--- src/rtl/hifp_lsu_rtl_function_if.sv ---
// Kernel-pipeline and Avalon bus bundle for hifp_lsu_rtl_function.
// master: the LSU stage itself; slave: upstream/downstream pipeline and memory.
interface hifp_lsu_rtl_function_if #(
    parameter int DATA_W = 512,
    parameter int ADDR_W = 32,
    parameter int ELEM_W = 16
);
    logic                  m_valid_in;
    logic                  m_ready_out;
    logic [31:0]           m_input_wave;
    logic [31:0]           m_input_fpid;
    logic [ELEM_W-1:0]     m_output_0;
    logic                  m_valid_out;
    logic                  m_ready_in;
    logic                  m_start;
    logic [ADDR_W-1:0]     avm_ld_address;
    logic                  avm_ld_read;
    logic                  avm_ld_waitrequest;
    logic [DATA_W-1:0]     avm_ld_readdata;
    logic                  avm_ld_readdatavalid;
    logic [4:0]            avm_ld_burstcount;
    logic [ADDR_W-1:0]     avm_st_address;
    logic                  avm_st_write;
    logic                  avm_st_waitrequest;
    logic [DATA_W-1:0]     avm_st_writedata;
    logic [DATA_W/8-1:0]   avm_st_byteenable;
    logic                  avm_st_writeack;
    logic [4:0]            avm_st_burstcount;
    logic [31:0]           items_done;
    logic                  has_a_write_pending;
    logic                  has_a_lsu_active;

    modport master (
        input  m_valid_in, m_input_wave, m_input_fpid, m_ready_in, m_start,
        input  avm_ld_waitrequest, avm_ld_readdata, avm_ld_readdatavalid,
        input  avm_st_waitrequest, avm_st_writeack,
        output m_ready_out, m_output_0, m_valid_out,
        output avm_ld_address, avm_ld_read, avm_ld_burstcount,
        output avm_st_address, avm_st_write, avm_st_writedata,
        output avm_st_byteenable, avm_st_burstcount,
        output items_done, has_a_write_pending, has_a_lsu_active
    );

    modport slave (
        output m_valid_in, m_input_wave, m_input_fpid, m_ready_in, m_start,
        output avm_ld_waitrequest, avm_ld_readdata, avm_ld_readdatavalid,
        output avm_st_waitrequest, avm_st_writeack,
        input  m_ready_out, m_output_0, m_valid_out,
        input  avm_ld_address, avm_ld_read, avm_ld_burstcount,
        input  avm_st_address, avm_st_write, avm_st_writedata,
        input  avm_st_byteenable, avm_st_burstcount,
        input  items_done, has_a_write_pending, has_a_lsu_active
    );
endinterface

--- src/rtl/hifp_lsu_rtl_function.sv ---
// Single-item LSU stage: loads element [wave], optionally stores it to [fpid].
// Ports: clock, resetn (sync, active-low), bus (master modport of the _if).
module hifp_lsu_rtl_function #(
    parameter int DATA_W = 512,
    parameter int ADDR_W = 32,
    parameter int ELEM_W = 16,
    parameter int MODE   = 1
) (
    input  logic                   clock,
    input  logic                   resetn,
    hifp_lsu_rtl_function_if.master bus
);
    localparam int EB    = ELEM_W / 8;
    localparam int LB    = DATA_W / 8;
    localparam int EBW   = $clog2(EB);
    localparam int LANES = DATA_W / ELEM_W;
    localparam int LNW   = (LANES > 1) ? $clog2(LANES) : 1;
    localparam logic [ADDR_W-1:0] LMASK = ~ADDR_W'(LB - 1);
    localparam logic [LB-1:0]     BE0   = LB'((1 << EB) - 1);

    typedef enum logic [2:0] {
        S_IDLE, S_RD_REQ, S_RD_WAIT, S_WR_REQ, S_WR_ACK, S_OUT
    } state_t;

    state_t            r_state;
    state_t            w_next;
    logic [31:0]       r_wave;
    logic [31:0]       r_fpid;
    logic [ELEM_W-1:0] r_elem;
    logic [31:0]       r_done;
    logic              r_lsu;
    logic              r_wpend;
    logic [ADDR_W-1:0] w_wave_ba;
    logic [ADDR_W-1:0] w_fpid_ba;
    logic [LNW-1:0]    w_wave_lane;
    logic [LNW-1:0]    w_fpid_lane;
    logic              w_done;

    // Index to byte address; the widened shift keeps bits above 32 when ADDR_W > 32.
    function automatic logic [ADDR_W-1:0] f_ba(input logic [31:0] idx);
        logic [63:0] v;
        v = {32'b0, idx} << EBW;
        return v[ADDR_W-1:0];
    endfunction

    function automatic logic [LNW-1:0] f_lane(input logic [ADDR_W-1:0] ba);
        logic [ADDR_W-1:0] v;
        v = (ba & ADDR_W'(LB - 1)) >> EBW;
        return v[LNW-1:0];
    endfunction

    assign w_wave_ba   = f_ba(r_wave);
    assign w_fpid_ba   = f_ba(r_fpid);
    assign w_wave_lane = f_lane(w_wave_ba);
    assign w_fpid_lane = f_lane(w_fpid_ba);
    assign w_done      = (r_state == S_OUT) && bus.m_ready_in;

    always_comb begin
        w_next = r_state;
        unique case (r_state)
            S_IDLE:    if (bus.m_valid_in) w_next = S_RD_REQ;
            S_RD_REQ:  if (!bus.avm_ld_waitrequest) w_next = S_RD_WAIT;
            S_RD_WAIT: if (bus.avm_ld_readdatavalid)
                           w_next = (MODE == 1) ? S_WR_REQ : S_OUT;
            S_WR_REQ:  if (!bus.avm_st_waitrequest) w_next = S_WR_ACK;
            S_WR_ACK:  if (bus.avm_st_writeack) w_next = S_OUT;
            S_OUT:     if (bus.m_ready_in) w_next = S_IDLE;
            default:   w_next = S_IDLE;
        endcase
    end

    always_ff @(posedge clock) begin
        if (!resetn) begin
            r_state <= S_IDLE;
            r_wave  <= '0;
            r_fpid  <= '0;
            r_elem  <= '0;
            r_done  <= '0;
            r_lsu   <= 1'b0;
            r_wpend <= 1'b0;
        end else begin
            r_state <= w_next;
            if (r_state == S_IDLE && bus.m_valid_in) begin
                r_wave <= bus.m_input_wave;
                r_fpid <= bus.m_input_fpid;
            end
            if (r_state == S_RD_WAIT && bus.avm_ld_readdatavalid)
                r_elem <= bus.avm_ld_readdata[w_wave_lane*ELEM_W +: ELEM_W];
            r_lsu   <= (w_next == S_RD_REQ) || (w_next == S_RD_WAIT) ||
                       (w_next == S_WR_REQ) || (w_next == S_WR_ACK);
            r_wpend <= (w_next == S_WR_REQ) || (w_next == S_WR_ACK);
            // A start landing on a completion counts that completion.
            if (bus.m_start)
                r_done <= w_done ? 32'd1 : 32'd0;
            else if (w_done)
                r_done <= r_done + 32'd1;
        end
    end

    // Gated by resetn so nothing is offered while reset is held.
    assign bus.m_ready_out       = resetn && (r_state == S_IDLE);
    assign bus.m_valid_out       = (r_state == S_OUT);
    assign bus.m_output_0        = r_elem;
    assign bus.avm_ld_read       = (r_state == S_RD_REQ);
    assign bus.avm_ld_address    = w_wave_ba & LMASK;
    assign bus.avm_ld_burstcount = 5'd1;
    assign bus.avm_st_write      = (r_state == S_WR_REQ);
    assign bus.avm_st_address    = w_fpid_ba & LMASK;
    assign bus.avm_st_writedata  = {LANES{r_elem}};
    assign bus.avm_st_byteenable = (r_state == S_WR_REQ) ?
                                   (BE0 << (w_fpid_lane * EB)) : '0;
    assign bus.avm_st_burstcount = 5'd1;
    assign bus.items_done        = r_done;
    assign bus.has_a_lsu_active  = r_lsu;
    assign bus.has_a_write_pending = r_wpend;
endmodule

--- src/flat_wrapper.sv ---
// flat-port wrapper written by rule: the top's interface ports become plain ports
module hifp_lsu_rtl_function_flat 
#(
    parameter int DATA_W = 512,
    parameter int ADDR_W = 32,
    parameter int ELEM_W = 16,
    parameter int MODE   = 1
)
  (clock, resetn, bus_m_valid_in, bus_m_input_wave, bus_m_input_fpid, bus_m_ready_in, bus_m_start, bus_avm_ld_waitrequest, bus_avm_ld_readdata, bus_avm_ld_readdatavalid, bus_avm_st_waitrequest, bus_avm_st_writeack, bus_m_ready_out, bus_m_output_0, bus_m_valid_out, bus_avm_ld_address, bus_avm_ld_read, bus_avm_ld_burstcount, bus_avm_st_address, bus_avm_st_write, bus_avm_st_writedata, bus_avm_st_byteenable, bus_avm_st_burstcount, bus_items_done, bus_has_a_write_pending, bus_has_a_lsu_active);
  hifp_lsu_rtl_function_if #(.DATA_W(DATA_W), .ADDR_W(ADDR_W), .ELEM_W(ELEM_W)) bus_i ();
  input  logic clock;
  input  logic resetn;
  input wire logic [$bits(bus_i.m_valid_in)-1:0] bus_m_valid_in;
  input wire logic [$bits(bus_i.m_input_wave)-1:0] bus_m_input_wave;
  input wire logic [$bits(bus_i.m_input_fpid)-1:0] bus_m_input_fpid;
  input wire logic [$bits(bus_i.m_ready_in)-1:0] bus_m_ready_in;
  input wire logic [$bits(bus_i.m_start)-1:0] bus_m_start;
  input wire logic [$bits(bus_i.avm_ld_waitrequest)-1:0] bus_avm_ld_waitrequest;
  input wire logic [$bits(bus_i.avm_ld_readdata)-1:0] bus_avm_ld_readdata;
  input wire logic [$bits(bus_i.avm_ld_readdatavalid)-1:0] bus_avm_ld_readdatavalid;
  input wire logic [$bits(bus_i.avm_st_waitrequest)-1:0] bus_avm_st_waitrequest;
  input wire logic [$bits(bus_i.avm_st_writeack)-1:0] bus_avm_st_writeack;
  output wire logic [$bits(bus_i.m_ready_out)-1:0] bus_m_ready_out;
  output wire logic [$bits(bus_i.m_output_0)-1:0] bus_m_output_0;
  output wire logic [$bits(bus_i.m_valid_out)-1:0] bus_m_valid_out;
  output wire logic [$bits(bus_i.avm_ld_address)-1:0] bus_avm_ld_address;
  output wire logic [$bits(bus_i.avm_ld_read)-1:0] bus_avm_ld_read;
  output wire logic [$bits(bus_i.avm_ld_burstcount)-1:0] bus_avm_ld_burstcount;
  output wire logic [$bits(bus_i.avm_st_address)-1:0] bus_avm_st_address;
  output wire logic [$bits(bus_i.avm_st_write)-1:0] bus_avm_st_write;
  output wire logic [$bits(bus_i.avm_st_writedata)-1:0] bus_avm_st_writedata;
  output wire logic [$bits(bus_i.avm_st_byteenable)-1:0] bus_avm_st_byteenable;
  output wire logic [$bits(bus_i.avm_st_burstcount)-1:0] bus_avm_st_burstcount;
  output wire logic [$bits(bus_i.items_done)-1:0] bus_items_done;
  output wire logic [$bits(bus_i.has_a_write_pending)-1:0] bus_has_a_write_pending;
  output wire logic [$bits(bus_i.has_a_lsu_active)-1:0] bus_has_a_lsu_active;
  assign bus_i.m_valid_in = bus_m_valid_in;
  assign bus_i.m_input_wave = bus_m_input_wave;
  assign bus_i.m_input_fpid = bus_m_input_fpid;
  assign bus_i.m_ready_in = bus_m_ready_in;
  assign bus_i.m_start = bus_m_start;
  assign bus_i.avm_ld_waitrequest = bus_avm_ld_waitrequest;
  assign bus_i.avm_ld_readdata = bus_avm_ld_readdata;
  assign bus_i.avm_ld_readdatavalid = bus_avm_ld_readdatavalid;
  assign bus_i.avm_st_waitrequest = bus_avm_st_waitrequest;
  assign bus_i.avm_st_writeack = bus_avm_st_writeack;
  assign bus_m_ready_out = bus_i.m_ready_out;
  assign bus_m_output_0 = bus_i.m_output_0;
  assign bus_m_valid_out = bus_i.m_valid_out;
  assign bus_avm_ld_address = bus_i.avm_ld_address;
  assign bus_avm_ld_read = bus_i.avm_ld_read;
  assign bus_avm_ld_burstcount = bus_i.avm_ld_burstcount;
  assign bus_avm_st_address = bus_i.avm_st_address;
  assign bus_avm_st_write = bus_i.avm_st_write;
  assign bus_avm_st_writedata = bus_i.avm_st_writedata;
  assign bus_avm_st_byteenable = bus_i.avm_st_byteenable;
  assign bus_avm_st_burstcount = bus_i.avm_st_burstcount;
  assign bus_items_done = bus_i.items_done;
  assign bus_has_a_write_pending = bus_i.has_a_write_pending;
  assign bus_has_a_lsu_active = bus_i.has_a_lsu_active;
  hifp_lsu_rtl_function #(.DATA_W(DATA_W), .ADDR_W(ADDR_W), .ELEM_W(ELEM_W), .MODE(MODE)) u_core (.clock(clock), .resetn(resetn), .bus(bus_i));
endmodule
--- config.mk ---
export PLATFORM = sky130hd
export DESIGN_NAME = hifp_lsu_rtl_function_flat
export DESIGN_NICKNAME = d
export VERILOG_FILES = /design/src/rtl/hifp_lsu_rtl_function_if.sv /design/src/rtl/hifp_lsu_rtl_function.sv /design/src/flat_wrapper.sv
export SDC_FILE = /design/constraint.sdc
export NUM_CORES = 1
export LEC_CHECK = 0
export ABC_AREA = 1
export CAP_MARGIN = 20
export CORE_AREA = 2 2 499 501
export CTS_CLUSTER_SIZE = 24
export DETAILED_ROUTE_END_ITERATION = 7
export DIE_AREA = 0 0 501 503
export GPL_TIMING_DRIVEN = 0
export SYNTH_ARGS = -nofsm -noshare
export SYNTH_HDL_FRONTEND = slang
export SYNTH_SLANG_ARGS = --single-unit
export TNS_END_PERCENT = 30
--- constraint.sdc ---
create_clock -name clock -period 2 [get_ports clock]
set_clock_uncertainty 0.2 [all_clocks]
set_input_delay 0.4 -clock clock [delete_from_list [all_inputs] [get_ports clock]]
set_output_delay 0.4 -clock clock [all_outputs]
set_load 0.1 [all_outputs]
# Word level (Yosys, flattened, before mapping)
# Index checks and enable logic that the tools add are counted.
[op_classes]
add_sub_neg = 1
eq_ne = 9
shifts = 2
mux = 11
reduce_logical = 10
[op_table]
columns = ["op", "count"]
rows = [
  ["512-bit by 10-bit indexed part select with 16-bit output", 1],
  ["32-bit two-way mux", 2],
  ["64-bit two-way mux", 1],
  ["2-bit by 6-bit << shifter with 64-bit output (first input constant)", 1],
  ["32-bit by 1-bit adder with 32-bit output (second input constant)", 1],
  ["3-bit two-way mux", 6],
  ["3-bit case mux with 6 select lines", 1],
  ["3-bit by 2-bit equality test with 1-bit output (second input constant)", 4],
  ["3-bit equality test (second input constant)", 3],
  ["3-bit by 1-bit equality test with 1-bit output (second input constant)", 2],
  ["1-bit logical AND", 4],
  ["1-bit logical OR", 4],
  ["3-bit logical NOT", 1],
  ["2-bit nonzero test", 1],
  ["1-bit two-way mux", 1],
]
[word_totals]
regBits = 115
inputBits = 585
output_inout_bits = 704
wordCells = 40

# Longest topological paths before layout
[depth]
ltp_word = 6
ltp_mapped = 12
mapped_depth_nobuf = 11

# Least setup slack after synthesis
# OpenSTA, ideal clock, no wires.
[synth_path]
path_kind = "reg-to-output"
from = "register u_core.r_state[0]"
to = "output bus_avm_st_byteenable[13]"
arrival_time_ns = 3.468
t_required_ns = 1.400
slack_ns = -2.068
path_stages_with_launch = 7
path_buffers = 2
path_cell_list = "dfxtp_1 > nand3_1 > inv_1 > nand2_1 > buf_2 > nor2_1 > buf_4"
[synth_via]
elab_chain_cells = 2
[synth_rtl]
columns = ["item", "line", "source"]
rows = [
  ["start: declaration", "hifp_lsu_rtl_function.sv:25", "state_t r_state;"],
  ["start signal: assignment", "hifp_lsu_rtl_function.sv:82", "r_state <= w_next;"],
  ["3-bit by 2-bit equality test with 1-bit output", "n/a", ""],
  ["net bus_avm_st_write", "flat_wrapper.sv:30", "output wire logic [$bits(bus_i.avm_st_write)-1:0] bus_avm_st_write;"],
  ["64-bit two-way mux", "hifp_lsu_rtl_function.sv:110", "assign bus.avm_st_byteenable = (r_state == S_WR_REQ) ?"],
  ["end: declaration", "flat_wrapper.sv:32", "output wire logic [$bits(bus_i.avm_st_byteenable)-1:0] bus_avm_st_byteenable;"],
]
# The timed path passes the listed nets, and every way through them passes these cells.

# Worst setup path after layout
[layout_path]
from = "register u_core.r_state[2]"
to = "output bus_avm_st_byteenable[12]"
[layout_via]
elab_chain_cells = 2
[layout_rtl]
columns = ["item", "line"]
rows = [
  ["3-bit by 2-bit equality test with 1-bit output", "hifp_lsu_rtl_function.sv:110"],
  ["64-bit two-way mux", "hifp_lsu_rtl_function.sv:110"],
]
# Every way passes these cells.

==> impl_results.html <==
<table>
<tr><th>Metric</th><th>Value</th></tr>
<tr><th colspan="2">Logic synthesis</th></tr>
<tr><td>Combined area of all synthesized cells</td><td>14900 um^2</td></tr>
<tr><td>XOR/XNOR Fraction of Synth Area</td><td>0</td></tr>
<tr><td>Multiplexer fraction of the synthesized cell area</td><td>0</td></tr>
<tr><td>Synthesized-area fraction occupied by and/or/nand/nor cells</td><td>0.381</td></tr>
<tr><td>Most common cell in the netlist</td><td>sky130_fd_sc_hd__nand2_1</td></tr>
<tr><td>Dominant combinational cell family by area after synthesis</td><td>buffers and inverters</td></tr>
<tr><td>Flip-flop and latch count after synthesis</td><td>115</td></tr>
<tr><td>Share of async-settable or async-resettable flops after synthesis</td><td>0</td></tr>
<tr><td>Library cell occupying the most area in the post-synthesis netlist</td><td>sky130_fd_sc_hd__buf_4</td></tr>
<tr><td>Cell count after synthesis</td><td>2498</td></tr>
<tr><td>Fraction of the yosys area taken by sequential cells</td><td>0.155</td></tr>
<tr><td>Yosys top cell area share</td><td>0.336</td></tr>
<tr><td>Number of synthesis warnings</td><td>0</td></tr>
<tr><td>Synth top area cells</td><td>sky130_fd_sc_hd__buf_4 (34%), sky130_fd_sc_hd__nand2_1 (18%), sky130_fd_sc_hd__dfxtp_1 (15%)</td></tr>
<tr><td>Number of flops mapped to enable cells by yosys</td><td>0</td></tr>
<tr><td>Fraction of the mapped netlist area in compound gates</td><td>0.0685</td></tr>
<tr><td>Most instantiated cells after synthesis</td><td>sky130_fd_sc_hd__nand2_1 (732), sky130_fd_sc_hd__buf_4 (666), sky130_fd_sc_hd__nand3_1 (435)</td></tr>
<tr><td>Post-synthesis adder-cell area fraction</td><td>0.000842</td></tr>
<tr><td>Post-Synthesis Mean Instance Area</td><td>5.95 um^2</td></tr>
<tr><td>Distinct cell type count after synthesis</td><td>40</td></tr>
<tr><td>Dominant synthesized flop cell</td><td>sky130_fd_sc_hd__dfxtp_1</td></tr>
<tr><th colspan="2">Critical path</th></tr>
<tr><td>Reg2Reg Launch Point</td><td>u_core.r_wave[0]$_SDFFE_PN0P_</td></tr>
<tr><td>Register-to-Register Setup Slack</td><td>-0.35 ns</td></tr>
<tr><td>Largest incremental delay on the critical path</td><td>0.36 ns</td></tr>
<tr><td>WP buf/inv</td><td>5</td></tr>
<tr><td>Family with the most delay on the worst path</td><td>buffers and inverters</td></tr>
<tr><td>Sequence of cells on the critical path</td><td>inv_4 &gt; nand3_4 &gt; clkinvlp_4 &gt; nand2_8 &gt; buf_12 &gt; nor2_4 &gt; buf_6 &gt; buf_12</td></tr>
<tr><td>Number of cells traversed by the worst register-to-register path</td><td>14</td></tr>
<tr><td>Critical Path Slowest Stage Cell</td><td>sky130_fd_sc_hd__dfxtp_4</td></tr>
<tr><td>Crit start category</td><td>flip-flop</td></tr>
<tr><td>WP data arrival</td><td>1.97 ns</td></tr>
<tr><td>Maximum net fanout on the critical path</td><td>8</td></tr>
<tr><td>Class of the most critical setup path</td><td>reg -&gt; out</td></tr>
<tr><td>Worst endpoint required time</td><td>1.40 ns</td></tr>
<tr><td>Cell seen most often among critical-path stages</td><td>sky130_fd_sc_hd__buf_12</td></tr>
<tr><td>Endpoint kind of the worst setup timing path</td><td>primary output</td></tr>
<tr><td>Terminus of the critical flop-to-flop path</td><td>u_core.bus.m_output_0[14]$_SDFFE_PN0P_</td></tr>
<tr><th colspan="2">Status</th></tr>
<tr><td>Failing checks</td><td>negative setup slack</td></tr>
<tr><td>Outcome</td><td>complete, but fails checks</td></tr>
<tr><th colspan="2">Clock tree</th></tr>
<tr><td>Max H-tree Level</td><td>4</td></tr>
<tr><td>Buffer cell driving the clock tree root</td><td>sky130_fd_sc_hd__clkbuf_16</td></tr>
<tr><td># clock sinks</td><td>115</td></tr>
<tr><td>Total clock buffers created by CTS</td><td>17</td></tr>
<tr><td>Clock tree buffer depth</td><td>2</td></tr>
<tr><td>Clk slew on worst S/H paths</td><td>0.07 ns</td></tr>
<tr><td>Clock tree from TritonCTS</td><td>done</td></tr>
<tr><td>Worst-skew pair later-pin latency</td><td>0.48 ns</td></tr>
<tr><th colspan="2">Power</th></tr>
<tr><td>Pwr/cell area</td><td>518 nW/um^2</td></tr>
<tr><td>Static leakage power</td><td>17.7 nW</td></tr>
<tr><td>VDD IR max</td><td>0.567 mV</td></tr>
<tr><th colspan="2">STA</th></tr>
<tr><td>Clock period minus worst slack</td><td>2.57 ns</td></tr>
<tr><td>Unrepaired setup endpoints after global routing</td><td>true</td></tr>
<tr><td>Fin worst setup slack</td><td>-0.570 ns</td></tr>
<tr><td>Number of setup violations in the final report</td><td>546</td></tr>
<tr><td>Peak Freq</td><td>0.389 GHz</td></tr>
<tr><td>Fin crit share</td><td>1.28</td></tr>
<tr><td>Slew @ Worst Pin</td><td>1.13 ns</td></tr>
<tr><td>Setup TNS</td><td>-129.93 ns</td></tr>
<tr><td>Final-report max-slew violation count</td><td>0</td></tr>
<tr><td>Number of hold violations in the final report</td><td>0</td></tr>
<tr><td>Worst slew margin relative to its limit</td><td>0.252</td></tr>
<tr><th colspan="2">Routing</th></tr>
<tr><td>Mean routed wirelength per cell</td><td>24.4 um</td></tr>
<tr><td>Count of TritonRoute iterations in the first routing pass</td><td>6</td></tr>
<tr><td>Routed vias</td><td>22313</td></tr>
<tr><td>Number of nets with antenna violations after routing</td><td>0</td></tr>
<tr><td>Detailed Route Iter0 Violations</td><td>1487</td></tr>
<tr><td>Count of unresolved DRC violations after routing</td><td>0</td></tr>
<tr><td>Via-per-instance ratio</td><td>3.06</td></tr>
<tr><td>Drt total wl</td><td>178 mm</td></tr>
<tr><th colspan="2">Layout</th></tr>
<tr><td>Layout cells sized above 1</td><td>0.481</td></tr>
<tr><td>Total of fill cells in the finished design</td><td>27454</td></tr>
<tr><td>FF+latch area</td><td>2390 um^2</td></tr>
<tr><td>Final cell utilization of the core</td><td>0.170</td></tr>
<tr><td>Total Nets Final</td><td>4594</td></tr>
<tr><td>Area used by multi-input combinational logic</td><td>8440 um^2</td></tr>
<tr><td>Final standard cell area without fillers</td><td>42000 um^2</td></tr>
<tr><td>Area growth from synthesis to layout</td><td>183%</td></tr>
<tr><th colspan="2">Die</th></tr>
<tr><td># rows</td><td>183</td></tr>
<tr><td>Die boundary width</td><td>501 um</td></tr>
<tr><td>Core area</td><td>247000 um^2</td></tr>
<tr><td>Number of ports placed on the die boundary</td><td>1289</td></tr>
<tr><td>Die Area</td><td>252000 um^2</td></tr>
<tr><td>Die H</td><td>503 um</td></tr>
<tr><td>Initial core utilization</td><td>0.0601</td></tr>
<tr><th colspan="2">Global routing</th></tr>
<tr><td>First-pass GRT wire length</td><td>204 mm</td></tr>
<tr><td>Via count of the first global-routing pass</td><td>20408</td></tr>
<tr><td>Total global-route track usage</td><td>0.126</td></tr>
<tr><td>Maximum number of pins on one net before global-route repair</td><td>35</td></tr>
<tr><td>Grt ovf</td><td>0</td></tr>
<tr><td>Antenna violations before repair</td><td>78</td></tr>
<tr><th colspan="2">Placed design</th></tr>
<tr><td>Instance area after placement</td><td>32900 um^2</td></tr>
<tr><td>Half-perimeter wire length after detailed placement</td><td>141 mm</td></tr>
<tr><td>Weighted congestion at the end of routability-driven global placement</td><td>0.937</td></tr>
<tr><td>Placement Setup Slack</td><td>-1.69 ns</td></tr>
<tr><td>I/O Buffers</td><td>1263</td></tr>
<tr><th colspan="2">Flow run</th></tr>
<tr><td>Number of violations of the max-capacitance limit</td><td>0</td></tr>
<tr><th colspan="2">Min path</th></tr>
<tr><td>Hold Path Origin</td><td>u_core.r_fpid[26]$_SDFFE_PN0P_</td></tr>
<tr><td>End point of the most critical hold path</td><td>u_core.r_fpid[26]$_SDFFE_PN0P_</td></tr>
<tr><td>Worst hold path cell count</td><td>2</td></tr>
<tr><td>Path type of the worst min-delay path</td><td>reg -&gt; reg</td></tr>
</table>
## placed cells by master, fill, tap and decap left out, types with 23 or more instances in the layout
cell type / instances
sky130_fd_sc_hd__buf_4: 722
sky130_fd_sc_hd__nand4_1: 27
sky130_fd_sc_hd__nand3_4: 29
sky130_fd_sc_hd__clkbuf_4: 24
sky130_fd_sc_hd__clkdlybuf4s50_1: 597
sky130_fd_sc_hd__buf_8: 76
sky130_fd_sc_hd__clkdlybuf4s15_2: 121
sky130_fd_sc_hd__buf_12: 486
sky130_fd_sc_hd__nand2_4: 43
sky130_fd_sc_hd__a21oi_1: 95
sky130_fd_sc_hd__nor2_1: 53
sky130_fd_sc_hd__nand3_2: 96
sky130_fd_sc_hd__dlygate4sd2_1: 39
sky130_fd_sc_hd__nand3_1: 312
sky130_fd_sc_hd__o21ai_0: 78
sky130_fd_sc_hd__diode_2: 31
sky130_fd_sc_hd__dfxtp_4: 23
sky130_fd_sc_hd__dfxtp_1: 90
sky130_fd_sc_hd__nand2_2: 66
sky130_fd_sc_hd__clkbuf_16: 23
sky130_fd_sc_hd__nor2_4: 35
sky130_fd_sc_hd__nand2_1: 625
sky130_fd_sc_hd__buf_6: 67
sky130_fd_sc_hd__buf_2: 36
sky130_fd_sc_hd__inv_1: 90
## registers in the layout, indices dropped and copies added (netlist names)
name and cells:
u_core.bus.m_output_0 16, u_core.r_state 3, u_core.r_fpid 31, u_core.bus.items_done 32, u_core.bus.has_a_lsu_active 1, u_core.r_wave 31
u_core.bus.has_a_write_pending 1
## metal layers
layer / wire length [um] / global-route usage
met2: 87300 / 0.216
met4: 9300 / 0.0620
met1: 65900 / 0.140
met5: 484 / 0.00400
met3: 15100 / 0.0373
## metrics by stage
step	std cells	hold WS, ns	total power, mW
finish	7289	0.244	21.8
global route	7266	0.253	22.6
CTS	7161	0.247	20.1
detailed placement	7054	0.237	16.2
global placement	7018	0.236	15.9
floorplan	2518	0.224	10.4
## cells by family (layout without fill, tap and decap cells)
kind of cell,after synthesis,after routing
other cells,2,53
compound gates,197,197
buf+inv,869,2372
fa+ha+maj,1,1
simple gates,1314,1314
flops,115,115
## area by class of cell
type,count,share of cell area
antenna,31,0.00185
sequential,115,0.0569
tap,3237,0.0964
inverter,108,0.0106
timing repair buffer,1487,0.467
clock buffer,20,0.0109
multi-input combinational,1534,0.201
clock inverter,12,0.00337
buffer,745,0.152
## worst register-to-register path: cells and delay by family (launching register included)
family / cells / cell delay (ns)
buffers and inverters: 6 / 0.91
flip-flops: 1 / 0.34
AO/OA/AOI/OAI: 1 / 0.07
AND/OR/NAND/NOR: 7 / 0.73
## report_power, final
group,switching [mW],internal (mW),total [mW]
Clock,1.36,1.92,3.28
Sequential,0.141,2.45,2.59
Combinational,10.5,5.45,15.9
Total,12.0,9.82,21.8
## repair_timing
item                                   in CTS  in global routing
gates resized for setup                  3609               1785
setup buffers                              85                 95
endpoints found under the hold margin       0                  0
setup endpoints to repair                 769                720
hold buffers                                0                  0
cloned                                      3                  6
pin swaps                                  32                 79
## how the worst max path moves through the flow
stage | from | to | slack (ns) | depth (start not counted)
5_1_grt | u_core.r_state[2]$_SDFF_PN0_ | bus_avm_st_byteenable[12] | -0.69 | 8
3_5_place_dp | bus_m_valid_in | u_core.r_wave[3]$_SDFFE_PN0P_ | -1.69 | 6
2_1_floorplan | u_core.r_state[2]$_SDFF_PN0_ | bus_avm_st_byteenable[31] | -0.70 | 7
4_1_cts | u_core.r_state[2]$_SDFF_PN0_ | bus_avm_st_byteenable[12] | -0.66 | 8
6_report | u_core.r_state[2]$_SDFF_PN0_ | bus_avm_st_byteenable[12] | -0.57 | 8
3_3_place_gp | bus_m_valid_in | u_core.r_wave[4]$_SDFFE_PN0P_ | -2.03 | 5
Note: power is estimated with default switching activity, not from simulation.
